<file path="config.mk">
export PLATFORM = sky130hd
export DESIGN_NAME = ex_mem_stage
export DESIGN_NICKNAME = d
export VERILOG_FILES = /design/src/rtl/ex_mem_stage.sv
export SDC_FILE = /design/constraint.sdc
export NUM_CORES = 1
export LEC_CHECK = 0
export ABC_AREA = 0
export CORE_ASPECT_RATIO = 1.25
export CORE_UTILIZATION = 55
export CTS_BUF_LIST = sky130_fd_sc_hd__clkbuf_2
export DETAILED_ROUTE_END_ITERATION = 10
export PLACE_DENSITY = 0.95
export SLEW_MARGIN = 0
export SYNTH_ARGS = -nofsm -noshare
export SYNTH_HDL_FRONTEND = slang
export SYNTH_SLANG_ARGS = --single-unit
</file>
<file path="constraint.sdc">
create_clock -name clk -period 5 [get_ports clk]
set_clock_uncertainty 0.05 [all_clocks]
set_input_delay 1.5 -clock clk [delete_from_list [all_inputs] [get_ports clk]]
set_output_delay 1.5 -clock clk [all_outputs]
set_load 0.005 [all_outputs]
</file>
<file path="src/rtl/ex_mem_stage.sv">
// EX/MEM pipeline stage: 2-entry skid buffer toward the memory stage, BEQ/BNE
// resolution with a registered one-cycle PC redirect, and wrong-path slot discard.
module ex_mem_stage #(
    parameter int D_WIDTH = 32
) (
    input  logic               clk,
    input  logic               rst_n,
    input  logic               flush,
    input  logic               ex_valid,
    output logic               ex_ready,
    input  logic [D_WIDTH-1:0] ex_aluout,
    input  logic               ex_eq,
    input  logic [D_WIDTH-1:0] ex_wdata,
    input  logic [D_WIDTH-1:0] ex_pc,
    input  logic [D_WIDTH-1:0] ex_imm,
    input  logic [4:0]         ex_rd,
    input  logic               ex_regwrite,
    input  logic               ex_memread,
    input  logic               ex_memwrite,
    input  logic               ex_branch,
    input  logic               ex_bne,
    output logic               mem_valid,
    input  logic               mem_ready,
    output logic [D_WIDTH-1:0] mem_aluout,
    output logic [D_WIDTH-1:0] mem_wdata,
    output logic [4:0]         mem_rd,
    output logic               mem_regwrite,
    output logic               mem_memread,
    output logic               mem_memwrite,
    output logic               redirect_valid,
    output logic [D_WIDTH-1:0] redirect_pc
);

    typedef struct packed {
        logic [D_WIDTH-1:0] aluout;
        logic [D_WIDTH-1:0] wdata;
        logic [4:0]         rd;
        logic               regwrite;
        logic               memread;
        logic               memwrite;
    } entry_t;

    entry_t             head_q, head_d;
    entry_t             skid_q, skid_d;
    entry_t             in_entry;
    logic               head_valid_q, head_valid_d;
    logic               skid_valid_q, skid_valid_d;
    logic               redirect_valid_q, redirect_valid_d;
    logic [D_WIDTH-1:0] redirect_pc_q, redirect_pc_d;

    logic accept;
    logic live;
    logic buf_write;
    logic taken_br;
    logic pop;

    // Handshake: an entry transfers when ex_valid & ex_ready; ex_ready depends only
    // on the skid flop. The head transfers out when mem_valid & mem_ready.
    assign ex_ready  = ~skid_valid_q;
    assign accept    = ex_valid & ex_ready;
    // The slot right after a taken branch is wrong-path and is swallowed.
    assign live      = accept & ~flush & ~redirect_valid_q;
    assign buf_write = live & ~ex_branch;
    assign taken_br  = live & ex_branch & (ex_bne ^ ex_eq);
    assign pop       = head_valid_q & mem_ready;

    always_comb begin
        in_entry.aluout   = ex_aluout;
        in_entry.wdata    = ex_wdata;
        in_entry.rd       = ex_rd;
        in_entry.regwrite = ex_regwrite;
        in_entry.memread  = ex_memread;
        in_entry.memwrite = ex_memwrite;
    end

    always_comb begin
        head_d           = head_q;
        skid_d           = skid_q;
        head_valid_d     = head_valid_q;
        skid_valid_d     = skid_valid_q;
        redirect_valid_d = taken_br;
        redirect_pc_d    = redirect_pc_q;

        if (taken_br) begin
            redirect_pc_d = ex_pc + ex_imm;
        end

        if (skid_valid_q) begin
            // Skid full means ex_ready is low, so only draining can happen.
            if (pop) begin
                head_d       = skid_q;
                skid_valid_d = 1'b0;
            end
        end else if (buf_write) begin
            if (!head_valid_q || pop) begin
                head_d       = in_entry;
                head_valid_d = 1'b1;
            end else begin
                skid_d       = in_entry;
                skid_valid_d = 1'b1;
            end
        end else if (pop) begin
            head_valid_d = 1'b0;
        end

        if (flush) begin
            head_valid_d     = 1'b0;
            skid_valid_d     = 1'b0;
            redirect_valid_d = 1'b0;
        end
    end

    always_ff @(posedge clk or negedge rst_n) begin
        if (!rst_n) begin
            head_q           <= '0;
            skid_q           <= '0;
            head_valid_q     <= 1'b0;
            skid_valid_q     <= 1'b0;
            redirect_valid_q <= 1'b0;
            redirect_pc_q    <= '0;
        end else begin
            head_q           <= head_d;
            skid_q           <= skid_d;
            head_valid_q     <= head_valid_d;
            skid_valid_q     <= skid_valid_d;
            redirect_valid_q <= redirect_valid_d;
            redirect_pc_q    <= redirect_pc_d;
        end
    end

    assign mem_valid      = head_valid_q;
    assign mem_aluout     = head_q.aluout;
    assign mem_wdata      = head_q.wdata;
    assign mem_rd         = head_q.rd;
    assign mem_regwrite   = head_valid_q & head_q.regwrite;
    assign mem_memread    = head_valid_q & head_q.memread;
    assign mem_memwrite   = head_valid_q & head_q.memwrite;
    assign redirect_valid = redirect_valid_q;
    assign redirect_pc    = redirect_pc_q;

endmodule

</file>
## Word-level counts from Yosys, hierarchy flattened

Index checks and enable logic that the tools add are counted.

- Bits in registers: 179
- Word-level logic and storage cells: 59

- $add $sub $neg: 1
- Equality and inequality tests: 3
- Mux-type cells: 15
- Bitwise gates (word level): 16
- Reductions and logical operators: 8

Operators by type and width:

| kind | number |
|---|---|
| 72-bit two-way mux | 4 |
| 32-bit adder | 1 |
| 1-bit two-way mux | 11 |
| 1-bit bitwise AND | 10 |
| 3-bit AND reduction | 3 |
| 1-bit NOT | 5 |
| 2-bit nonzero test | 2 |
| 3-bit by 2-bit inequality test with 1-bit output, second input constant | 1 |
| 3-bit nonzero test | 1 |
| 2-bit by 1-bit inequality test with 1-bit output, second input constant | 1 |
| 2-bit inequality test, second input constant | 1 |
| 1-bit logical NOT | 1 |
| 1-bit logical OR | 1 |
| 1-bit XOR | 1 |

## Logic depth before layout (Yosys ltp)

- Depth after elaboration: 8
- Mapped depth: 10

## Worst setup path after synthesis

OpenSTA, ideal clock, no wires.

- Path kind: input-to-reg
- Start point: input ex_pc[0]
- End point: register redirect_pc_q[26], in the netlist redirect_pc[26]
- Setup time: 0.080 ns
- Arrival time: 3.539 ns
- Required time: 4.870 ns
- Slack: 1.331 ns
- Cell stages on the path: 10
- Buffers on the path: 1
- Cell sequence: ha_1 > fa_1 > a21oi_4 > o22ai_2 > a221oi_2 > o311ai_1 > and2_1 > buf_6 > a2111o_1 > o211ai_2

- Longest elaborated chain between the ends: 1

Ends and longest elaborated chain:

| item | RTL line | text |
|---|---|---|
| start, declared | 14 | `input logic [D_WIDTH-1:0] ex_pc,` |
| 32-bit adder | 85 | `redirect_pc_d = ex_pc + ex_imm;` |
| end signal, assigned | 127 | `redirect_pc_q <= redirect_pc_d;` |
| end, declared | 49 | `logic [D_WIDTH-1:0] redirect_pc_q, redirect_pc_d;` |

No other way between the ends.
A chain may end at the register's enable or synchronous reset.

## Worst setup path in the final report

- Start point: register skid_valid_q
- End point: output ex_ready

- Longest elaborated chain between the ends: 1

Ends and longest elaborated chain:

| item | RTL line | text |
|---|---|---|
| start, declared | 47 | `logic skid_valid_q, skid_valid_d;` |
| start signal, assigned | 125 | `skid_valid_q <= skid_valid_d;` |
| 1-bit NOT (no source line) | -- |  |
| end, declared | 10 | `output logic ex_ready,` |

No other way between the ends.

==> summary.md <==
| Metric | Value |
|---|---|
| Period utilization | 0.787 |
| Total track usage | 0.269 |
| Worst Hold Path EP | redirect_pc[1] |
| Async set-or-reset flop fraction in the synthesized netlist | 1.00 |
| Power Dens Cells | 331 nW/um^2 |
| Dominant synthesized flop cell | dfrtp_1 |
| Fin. Hold Viols | 0 |
| First-pass GRT wire length | 38100 um |
| Met3 Use GR | 0.0366 |
| Post-synth EDFFs | 0 |
| Root Driver | clkbuf_2 |
| Hold Path Stages | 2 |
| Cell Chain, Critical Path | inv_1 > clkdlybuf4s50_1 |
| Cell taking the most area after synthesis | dfrtp_1 |
| FF-to-FF Start | skid_valid_q |
| CTS clk-pin slew, worst paths | 0.28 ns |
| Setup CP Type | flip-flop to primary output |
| FF+latch area | 4480 um^2 |
| Chip height | 150 um |
| YS warnings | 0 |
| Clk_lat worst skew | 0.74 ns |
| Core area | 17000 um^2 |
| Die Area | 18000 um^2 |
| Number of hold buffers added after cts | 0 |
| Status | completed |
| Share of cells above drive strength 1 | 0.116 |
| Leakage | 0.00518 uW |
| Crit path required time | 3.45 ns |
| Pins Over Slew Limit | 0 |
| Number of max-cap violations | 0 |
| HP Start | redirect_pc[1] |
| Peak supply drop | 168 uV |
| DRT iter0 DRCs | 477 |
| Met1 Track Usage GR | 0.313 |
| CTS tree | done |
| DR pass1 iterations | 5 |
| Startpoint types | flip-flop |
| DP HPWL | 17400 um |
| Starting Density | 0.565 |
| Final setup TNS | 0 ns |
| Tightest Pin Transition | 0.860 ns |
| Vias | 7648 |
| Syn_area_per_cell | 10.3 um^2 |
| Area of the multi-input gates | 4380 um^2 |
| Largest net degree at the start of global routing | 94 |
| Num CTS Buffers | 17 |
| DRC violations left | 0 |
| Post-Syn Instances | 930 |
| Hold Crit Class | flip-flop to flip-flop |
| Postcts setup bufs | 0 |
| Yosys cell types | 56 |
| Max-slew headroom | 0.427 |
| PostCTS Resize Cnt | 0 |
| Synth top area share | 0.467 |
| CTS H-tree lvls | 4 |
| Placer Congestion | 0.914 |
| Mapped cell area | 9600 um^2 |
| Antenna viol nets, final | 0 |
| Largest delay contributor family on the critical path | flip-flops |
| Hold Worst Slack | 0.464 ns |
| Port-buffer cells | 250 |
| FF-to-FF path depth | 7 |
| Ports | 251 |
| Filler cells | 1233 |
| CP max-delay cell | dfrtp_4 |
| Buffers & Inverters on Critical Path | 2 |
| Critical R2R Capture | mem_wdata[14] |
| Syn nets | 1106 |
| FMAX | 254 MHz |
| Sequential element share of the synthesized area | 0.467 |
| RSZ-0062 raised after global routing | no |
| Final min period | 3.93 ns |
| Initial antenna violation count | 1 |
| CP max FO | 37 |
| Wire per inst | 17.8 um |
| CP endpoint kind | primary output |
| Yosys reg bits | 179 |
| Clock buffer depth | 2 |
| Total grt overflow | 0 |
| Post-layout net count | 1266 |
| Endpoints failing setup | 0 |
| Std-Cell Rows | 53 |
| Worst path max stage delay | 0.92 ns |
| Vias in the first global route | 7826 |
| Layer with the highest usage | met2 |
| P&R area growth vs syn | 25.8% |
| Clk sinks | 179 |
| Setup slack, reg-to-reg | 2.17 ns |
| Horiz. Die Dim | 120 um |
| Synth top area cells | dfrtp_1 47%, mux2_2 8.4%, mux2i_1 7.6%, o21ai_0 5.9%, buf_4 5.4% |
| Final wirelength | 23600 um |
| CP arrival | 2.38 ns |
| Vias/cell | 5.78 |
| Grt met2 use | 0.485 |
-- per-layer routing --
layer	part of all wire	wire length (um)
met1	0.38	9070
met2	0.52	12200
met3	0.057	1350
met4	0.041	959
met5	0	0
-- final cells by class --
class                      count  share of cell area
antenna                        1            0.000207
timing repair buffer         258               0.214
sequential                   179               0.371
clock buffer                  17             0.00705
inverter                      11             0.00342
clock inverter                15              0.0179
multi-input combinational    623               0.363
tap                          220              0.0228
-- cell usage in the layout (no fill, tap or decap), types with 3 or more instances in the layout --
master,instances
xor2_1,9
a21oi_1,39
nand2_1,133
nor2_1,20
or3_1,4
clkbuf_2,17
or4_1,4
a21o_1,12
o211ai_1,3
mux2i_1,73
o21bai_1,6
o2111ai_1,5
and2_1,8
inv_6,4
ha_1,31
o21ai_0,113
a21boi_0,3
buf_4,6
a31oi_1,4
dfrtp_1,178
mux2_2,72
o31ai_1,3
nand4_1,9
inv_1,11
bufinv_16,3
inv_8,3
clkdlybuf4s50_1,249
nand3_1,12
and3_1,5
nor3_1,4
nand2b_1,5
a211oi_1,3
xnor2_1,11
-- report_power, final --
group / internal, uW / leakage, uW / switching [uW]
Sequential: 1760 / 0.00228 / 184
Combinational: 703 / 0.00273 / 492
Clock: 307 / 0.000171 / 555
-- through the flow --
step                 util  total power [uW]  cell area, um^2  worst slack, ns  std cells
floorplan               -              2570             9600             1.33        930
global placement    0.693              3090            11800            0.732       1291
detailed placement  0.693              3160            11800            0.700       1291
CTS                 0.711              4030            12100            0.958       1323
global route        0.711              4220            12100            0.880       1324
finish              0.711              4000            12100             1.07       1324
-- Yosys cell counts, types with 2 or more instances --
| library cell | instances |
|---|---|
| a21o_1 | 12 |
| and3_1 | 5 |
| o31ai_1 | 3 |
| buf_2 | 10 |
| a22oi_1 | 2 |
| inv_1 | 11 |
| nand2_1 | 134 |
| clkbuf_1 | 31 |
| a221oi_2 | 2 |
| a211oi_1 | 3 |
| or4_1 | 4 |
| o311ai_1 | 2 |
| xnor2_1 | 11 |
| o211ai_1 | 3 |
| dfrtp_1 | 179 |
| buf_1 | 6 |
| and2_1 | 8 |
| ha_1 | 31 |
| xor2_1 | 9 |
| nand2b_1 | 5 |
| a21oi_1 | 39 |
| buf_4 | 69 |
| o21bai_1 | 6 |
| a21boi_0 | 3 |
| nor3_1 | 4 |
| nand3_1 | 13 |
| a31oi_1 | 4 |
| or3_1 | 4 |
| mux2_2 | 72 |
| nand4_1 | 9 |
| o2111ai_1 | 5 |
| o211ai_2 | 2 |
| nor2_1 | 21 |
| mux2i_1 | 73 |
| a21oi_2 | 2 |
| o21ai_0 | 113 |
-- worst register-to-register path: stages (launching register included) --
cell and delay (ns):
dfrtp_4 0.80, nor4b_2 0.46, nand2b_1 0.24, o21ai_0 0.21, nand2_4 0.29, buf_4 0.41, nand2_1 0.13, o21ai_0 0.10
-- sequential cells by signal, indices dropped and copies added, names as in the netlist --
register        count
mem_aluout         32
head_q              3
mem_valid           1
redirect_pc        32
skid_valid_q        1
redirect_valid      1
mem_rd              5
skid_q             72
mem_wdata          32
-- how the worst max path moves through the flow --
stage	to	startpoint	slack [ns]	depth (start not counted)
after global routing	ex_ready	skid_valid_q	0.88	2
after floorplan	redirect_pc[26]	ex_pc[0]	1.33	10
final	ex_ready	skid_valid_q	1.07	2
after detailed placement	redirect_pc[28]	ex_pc[0]	0.70	10
after CTS	ex_ready	skid_valid_q	0.96	2
after global placement	redirect_pc[28]	ex_pc[0]	0.73	10
-- cells by family after synthesis --
group | synth area share
xor+xnor | 0.0183
simple gates | 0.0965
buf+inv | 0.0791
compound gates | 0.136
fa+ha+maj | 0.0425
mux | 0.161
flops | 0.467
Power figures use the tool's default switching activity.
==> edit (same flow settings) <==
Change the parameter `D_WIDTH` from 32 to 16.
--- a/src/rtl/ex_mem_stage.sv
+++ b/src/rtl/ex_mem_stage.sv
@@ -2,5 +2,5 @@
 // resolution with a registered one-cycle PC redirect, and wrong-path slot discard.
 module ex_mem_stage #(
-    parameter int D_WIDTH = 32
+    parameter int D_WIDTH = 16
 ) (
     input  logic               clk,
Ports: changed (7 resized); port bits go from 251 to 139. The function was not compared with the original's and may differ.
==> edit against the original RTL <==
Combinational power is 48% lower. Wire length is 52% lower. Count of clock-buffer cells in the layout is 7 lower. First-iteration DRC count is 71% lower. Sequential share of layout area is 1.5 points higher. Area after synthesis is 46% lower. Critical endpoint is now redirect_pc[12]. Global-route usage is 2.4 points lower. Setup slack better by 0.54 ns. Final area is 47% lower. Highest routed layer unchanged. Final cell count is 47% lower. Sequential cell count is 80 lower. Total power is 50% lower.
==> edit: results <==
[global_route]
grtUsageMet2_pct = 42.8
grt_util_met3_pct = 6.40
antenna_found_initial = 0
gr-usage-met1_pct = 27.9
track_usage_pct = 24.5
grt_max_degree = 74

[logic_synthesis]
yosysUniqueCellTypes = 48
synth-xor-area-share_pct = 1.36
synth.cells.most_frequent = "99 x dfrtp_1, 53 x a21oi_1, 45 x buf_4"
synth_compound_gate_area_share_pct = 11.6
syn_nets = 569
synth_area_leaders = "dfrtp_1 48%, mux2_2 8.8%, mux2i_1 7.8%, buf_4 6.6%, a21oi_1 5.2%"
synthMuxAreaShare_pct = 16.5
ys_seq_area_share_pct = 48.2

[placed_design]
io_buffers = 138
place_congestion = 0.930
dp_hpwl_mm = 8.32

[finish]
drive_above_1_share_pct = 12.4
diodes = 0
nets = 664

[setup_path]
crit_fanout = 4
crit_slowest_cell = "a2111o_1"
r2r_end = "head_q[2]"
arrival_ns = 3.86
rrSetupSlack_ns = 2.29

[clock_network]
clock_latency_ns = 0.54
clkTransAtPathRegs_ns = 0.26
cts_buffers = 9
cts_htree_levels = 3

[sta]
whs_ns = 0.467

[worst_hold_path]
whs_endpoint = "redirect_pc[0]"
hp-start = "redirect_pc[0]"

[pwr]
peakVddDrop_v = 0.000159
p_leak_nw = 2.69

[detailed_routing]
drt_iter0_markers = 137
vias = 3814
wl_per_cell_um = 16.2

[outcome]
outcome = "finished, final reports clean"
## edit: changes by cell type in the layout (fill, tap and decap cells not counted), sizes merged, moves of 23 or more
| cell | change |
|---|---|
| nor2 | +23 |
| nand2 | -103 |
| dfrtp | -80 |
| clkdlybuf4s50 | -112 |
| mux2i | -33 |
| mux2 | -32 |
| o21ai | -99 |
## edit: layer usage
metal	part of all wire (%)	wire length [um]
met1	40	4560
met2	51	5800
met3	6.3	708
met4	2.0	224
met5	0	0
## edit: worst max path at each step
stage | endpoint | cells after the start | from
after floorplan | redirect_pc[12] | 7 | ex_pc[0]
after CTS | mem_memwrite | 2 | mem_valid
after detailed placement | redirect_pc[12] | 8 | ex_imm[0]
final | redirect_pc[12] | 8 | ex_pc[0]
after global placement | redirect_pc[12] | 8 | ex_imm[0]
after global routing | mem_memwrite | 2 | mem_valid
## edit: cell type report
class | count | area (sq um)
fill | 672 | 2700
sequential | 99 | 2480
multi-input combinational | 309 | 2260
timing repair buffer | 142 | 1420
tap | 123 | 154
clock buffer | 10 | 50.0
clock inverter | 6 | 32.5
inverter | 7 | 26.3
## edit: where the power goes
group	switching (mW)	internal, mW
Sequential	0.0960	0.967
Combinational	0.241	0.378
Clock	0.258	0.0622
Total	0.596	1.41
## edit: metrics by stage
stage | setup slack, ns | cell area, sq um | util (%) | std cells
floorplan | 1.63 | 5140 | - | 473
global placement | 1.08 | 6340 | 69.5 | 680
detailed placement | 1.04 | 6340 | 69.5 | 680
CTS | 1.59 | 6420 | 70.4 | 696
global route | 1.54 | 6420 | 70.4 | 696
finish | 1.60 | 6420 | 70.4 | 696
## edit: critical path: cells and delay by family
kind	cells	cell delay, ns
buffers and inverters	1	0.40
AOI/OAI and AO/OA	4	1.26
adders and majority gates	2	0.63
and+or+nand+nor	1	0.08
## edit: cell families after synthesis
logic type / Yosys count
simple gates: 107
flops: 99
compound gates: 98
mux: 80
buf+inv: 65
fa+ha+maj: 16
xor+xnor: 8
